--- config.mk ---
export PLATFORM = sky130hd
export DESIGN_NAME = fwd_hazard_ctrl
export DESIGN_NICKNAME = d
export VERILOG_FILES = /design/src/rtl/fwd_hazard_ctrl.sv
export SDC_FILE = /design/constraint.sdc
export NUM_CORES = 1
export LEC_CHECK = 0
export CORE_AREA = 2 2 62 64
export DETAILED_ROUTE_END_ITERATION = 16
export DIE_AREA = 0 0 64 66
export PLACE_DENSITY = 0.69
export SLEW_MARGIN = 20
export SYNTH_ARGS = -nofsm -noshare
export SYNTH_HDL_FRONTEND = slang
export SYNTH_SLANG_ARGS = --single-unit
--- constraint.sdc ---
create_clock -name clk -period 2.74 [get_ports clk]
set_clock_uncertainty 0.15 [all_clocks]
set_input_delay 0.274 -clock clk [delete_from_list [all_inputs] [get_ports clk]]
set_output_delay 0.274 -clock clk [all_outputs]
set_load 0.02 [all_outputs]
--- src/rtl/fwd_hazard_ctrl.sv ---
// fwd_hazard_ctrl: decode-stage forwarding select and front-end hazard control.
// It keeps a shadow of the E/M/W destinations and drives the rs1/rs2 forward
// selects. It also drives stall/flush/hold controls for hazards the decode muxes
// cannot cover: a producer in E, a load in M, or a mul/div busy in E.
//
// Ports:
//   clk, reset        core clock, async active-low reset
//   d_valid           decode holds a valid instruction
//   d_rs1, d_rs2      decode sources
//   d_rd, d_wen       decode destination / writes-rd
//   d_kind            0=ALU 1=LOAD 2=LINK 3=MULDIV
//   redirect          branch/jump resolved in E, flush front end
//   fwd_a, fwd_b      forward selects: 0=None 1=Result 2=PCplus4 3=Wd
//   stall_f, stall_d  hold PC/fetch and F/D registers
//   flush_d, flush_e  clear F/D, bubble into D/E
//   e_hold            hold D/E while mul/div busy
module fwd_hazard_ctrl #(
  parameter int MULDIV_LAT = 4,
  parameter int CNT_W      = 3
) (
  input  logic       clk,
  input  logic       reset,
  input  logic       d_valid,
  input  logic [4:0] d_rs1,
  input  logic [4:0] d_rs2,
  input  logic [4:0] d_rd,
  input  logic       d_wen,
  input  logic [1:0] d_kind,
  input  logic       redirect,
  output logic [1:0] fwd_a,
  output logic [1:0] fwd_b,
  output logic       stall_f,
  output logic       stall_d,
  output logic       flush_d,
  output logic       flush_e,
  output logic       e_hold
);
  localparam logic [1:0] K_ALU = 2'd0, K_LOAD = 2'd1, K_LINK = 2'd2, K_MULDIV = 2'd3;
  localparam logic [1:0] F_NONE = 2'd0, F_RESULT = 2'd1, F_PCP4 = 2'd2, F_WD = 2'd3;
  localparam logic [CNT_W-1:0] CNT_LAST = CNT_W'(MULDIV_LAT - 1);

  // shadow slots
  logic             r_e_vld, r_m_vld, r_w_vld;
  logic [4:0]       r_e_rd,  r_m_rd,  r_w_rd;
  logic             r_e_wen, r_m_wen, r_w_wen;
  logic [1:0]       r_e_kind, r_m_kind;
  logic [CNT_W-1:0] r_cnt;

  logic w_busy, w_hazard, w_flush_e;
  logic w_e_hit, w_m_load_hit;

  // x0 is hard-wired zero: never forwarded, never a hazard
  function automatic logic match(input logic vld, input logic wen,
                                 input logic [4:0] rd, input logic [4:0] rs);
    return vld & wen & (rd == rs) & (rs != 5'd0);
  endfunction

  // M beats W; a load in M has no data yet, so it falls through (hazard stalls it)
  function automatic logic [1:0] sel(input logic m_hit, input logic [1:0] m_kind,
                                     input logic w_hit);
    if (m_hit && (m_kind == K_ALU || m_kind == K_MULDIV)) return F_RESULT;
    if (m_hit && m_kind == K_LINK)                        return F_PCP4;
    if (w_hit)                                            return F_WD;
    return F_NONE;
  endfunction

  always_comb begin
    w_busy       = r_e_vld & (r_e_kind == K_MULDIV) & (r_cnt != CNT_LAST);
    w_e_hit      = match(r_e_vld, r_e_wen, r_e_rd, d_rs1) |
                   match(r_e_vld, r_e_wen, r_e_rd, d_rs2);
    w_m_load_hit = (r_m_kind == K_LOAD) &
                   (match(r_m_vld, r_m_wen, r_m_rd, d_rs1) |
                    match(r_m_vld, r_m_wen, r_m_rd, d_rs2));
    w_hazard     = d_valid & (w_e_hit | w_m_load_hit | w_busy);
    // while busy D/E is held rather than bubbled
    w_flush_e    = (w_hazard & ~w_busy) | redirect;
  end

  always_comb begin
    fwd_a = sel(match(r_m_vld, r_m_wen, r_m_rd, d_rs1), r_m_kind,
                match(r_w_vld, r_w_wen, r_w_rd, d_rs1));
    fwd_b = sel(match(r_m_vld, r_m_wen, r_m_rd, d_rs2), r_m_kind,
                match(r_w_vld, r_w_wen, r_w_rd, d_rs2));
    // controls drop immediately when reset asserts, whatever the inputs
    stall_f = reset & w_hazard & ~redirect;
    stall_d = reset & w_hazard & ~redirect;
    flush_d = reset & redirect;
    flush_e = reset & w_flush_e;
    e_hold  = reset & w_busy;
  end

  always_ff @(posedge clk or negedge reset) begin
    if (!reset) begin
      r_e_vld  <= 1'b0; r_e_rd <= '0; r_e_wen <= 1'b0; r_e_kind <= K_ALU;
      r_m_vld  <= 1'b0; r_m_rd <= '0; r_m_wen <= 1'b0; r_m_kind <= K_ALU;
      r_w_vld  <= 1'b0; r_w_rd <= '0; r_w_wen <= 1'b0;
      r_cnt    <= '0;
    end else begin
      r_w_vld <= r_m_vld; r_w_rd <= r_m_rd; r_w_wen <= r_m_wen;
      if (w_busy) begin
        r_cnt   <= r_cnt + 1'b1;
        r_m_vld <= 1'b0;
      end else begin
        r_cnt    <= '0;
        r_m_vld  <= r_e_vld; r_m_rd <= r_e_rd; r_m_wen <= r_e_wen; r_m_kind <= r_e_kind;
        r_e_vld  <= d_valid & ~w_flush_e;
        r_e_rd   <= d_rd;
        r_e_wen  <= d_wen;
        r_e_kind <= d_kind;
      end
    end
  end
endmodule

==> run_results.csv <==
group,metric,value,unit
status,status,"complete, no violations",
grt,grt_max_degree,23,
final_layout,fin_cells,257,
final_layout,utilization,58.14,%
clock_network,clk_pin_slew,0.15,ns
power_and_ir_drop,max-vdd-ir-drop,362.8,uV
die,die_w,64,um
clock_network,cts_inserted_buffers,3,
clock_network,htreeDepth,1,
synth,yosys-top-cells-area,"dfrtp_1 45%, xnor2_1 12%, nand2_1 10%",
setup_path,cp_max_fo,5,
setup_path,crit_type,"in -> out",
grt,grt_use_total,18.56,%
job,drv_cap,0,
placed_design,pre_cts_slack,-0.3411,ns
min_path,holdCritPathClass,"in -> async",
setup_path,cp-start-kind,"primary input",
placed_design,io_buffers,30,
power_and_ir_drop,p_leak,0.0009663,uW
die,core_area,3551,um2
synth,syn_area_per_cell,9.666,um2
grt,grt_pass1_vias,1286,
die,start_util,43.55,%
detailed_routing,dr.pass1.iters,4,
die,die_h,66,um
synth,synth_edf_count,0,
synth,netlist_area,1546,um2
placed_design,gp_congestion,0.9140,
synth,yosys.cell_types.count,36,
timing,slew_headroom,79.86,%
timing,finalCriticalPeriod,2.655,ns
timing,rsz0062_at_grt,"no",
detailed_routing,ant_nets,0,
placed_design,dp.cells,251,
clock_network,hold_buffers,0,
detailed_routing,drc,0,
die,die_area,4224,um2
clock_network,cts_root_buf,"clkbuf_4",
timing,tightestPinTransition,0.2999,ns
detailed_routing,via_count,1288,
synth,synth_seq_cells,28,
clock_network,cts_sinks,28,
power_and_ir_drop,power,925.6,uW
grt,antenna_found_initial,0,
synth,yosys_warnings,0,
clock_network,cts_tree,"yes",
synth,synth_top_area_cell,"dfrtp_1",
synth,synth_flop_cell,"dfrtp_1",
synth,postSynthCellCount,160,
power_and_ir_drop,power.density,448.3,nW/um2
placed_design,dpl.hpwl,2877,um
timing,hold_violations,0,
timing,hold_ws,0.1691,ns
timing,period_share,96.91,%
detailed_routing,wire_per_inst,14.01,um
grt,grt_pass1_wl,6016,um
setup_path,cp_data_arrival_time,2.23,ns
final_layout,diodes,0,
final_layout,final_nets,236,
die,ios,31,
timing,finalMaxSlewViolations,0,
final_layout,register_area,701.9,um2
final_layout,multi_input_area,822.0,um2
synth,synth_async_sr_flop_share,100.0,%
synth,synth_seq_area_share,45.31,%
setup_path,crit_required,2.32,ns
clock_network,clock_latency,0.32,ns
detailed_routing,routed_via_density,5.012,
synth,synth_nets,186,
timing,fin_ws,0.08468,ns
synth,yosys.area.top_type_share,45.31,%
grt,grt_remaining_overflow,0,
timing,setup_viol,0,
final_layout,synthToLayoutAreaGrowth,33.50,%
final_layout,fillers,310,
final_layout,drive_above_1_share,20.57,%
die,rows,22,
clock_network,cts_buffer_depth,2,
detailed_routing,initialDrtViolationCount,57,
setup_path,end_kind,"primary output",
detailed_routing,wl,3600,um
timing,fmaxAchievable,376.6,MHz
[through the flow]
stage / area, um2 / setup TNS [ns]
after detailed placement: 2016 / -1.968
after global routing: 2064 / 0
after CTS: 2049 / 0
final: 2064 / 0
after global placement: 2016 / -1.805
after floorplan: 1546 / 0
[power by group]
part	internal [uW]	switching [uW]	total [uW]	leakage, uW
registers	453	44.1	497	0.000338
clock network	81.3	123	204	0.0000210
logic	119	106	224	0.000608
[sequential cells by signal, summed over array words and instances (netlist names)]
register / count
r_w_wen: 1
r_w_vld: 1
r_e_wen: 1
r_m_kind: 2
r_m_vld: 1
r_cnt: 3
r_w_rd: 5
r_e_vld: 1
r_m_wen: 1
r_e_kind: 2
r_e_rd: 5
r_m_rd: 5
[critical path, cell delays in order]
cell and delay (ns):
clkdlybuf4s50_1 0.45, or4_4 0.50, or2_1 0.25, nor4b_4 0.15, buf_4 0.16, a22oi_1 0.17, clkdlybuf4s15_2 0.28
[cells in the final DEF, fill, tap and decap left out, types with 2 or more instances in the layout]
cell              n
nand2_1          42
dfrtp_1          27
xnor2_1          21
clkdlybuf4s50_1  20
buf_4            19
xor2_1            7
inv_1             6
nor2_1            4
nand3_1           4
and2_1            4
ha_1              4
clkbuf_2          4
nand4_1           3
o211ai_1          3
clkbuf_4          3
or4_4             2
a21oi_1           2
a22oi_1           2
nand2b_1          2
a31oi_1           2
dlymetal6s2s_1    2
buf_2             2
[layer usage]
layer	global-route usage, %	vias up	share of wire [%]
met2	32.94	37	50
met1	23.83	615	45
li1	-	632	-
met4	5.435	0	1.2
met5	0	-	0
met3	2.044	4	4.1
[area by class of cell]
cell class              count  share of cell area [%]
flip-flops and latches     28                   34.00
well taps                  48                   2.909
clock buffers               4                   1.758
repair buffers             49                   20.24
inverters                   7                   1.273
multi-input cells         121                   39.82
[cell usage after synthesis (3+ instances only)]
master and n:
dfrtp_1 28, o211ai_1 3, or4_1 3, nand2_1 42, nor2_1 5, nand3_1 4
xnor2_1 21, and2_1 4, clkbuf_1 3, ha_1 4, inv_1 6, xor2_1 7
nand4_1 3
[repair_timing]
action	4_1_cts	5_1_grt
hold endpoints to repair	0	0
setup buffers	1	1
setup endpoints to repair	8	7
pin swaps	1	2
gates resized for setup	19	13
[logic make-up after synthesis]
family / synth area share [%]
compound gates: 8.657
xor+xnor: 15.86
fa+ha+maj: 3.236
buf+inv: 2.912
flops: 45.31
simple gates: 24.03
[path summary, 6_finish.rpt]
path	start	endpoint	slack (ns)	depth (start not counted)
min in group clk	r_m_vld	r_w_vld	0.26	0
hold reg to reg	r_m_vld	r_w_vld	0.26	0
hold / removal	reset	r_m_wen	0.17	2
setup reg to reg	r_e_rd[2]	r_e_vld	0.92	6
setup / recovery	d_rs2[2]	fwd_b[1]	0.08	7
max in group asynchronous	reset	r_m_rd[0]	1.78	3
Note: power is estimated with default switching activity, not from simulation.
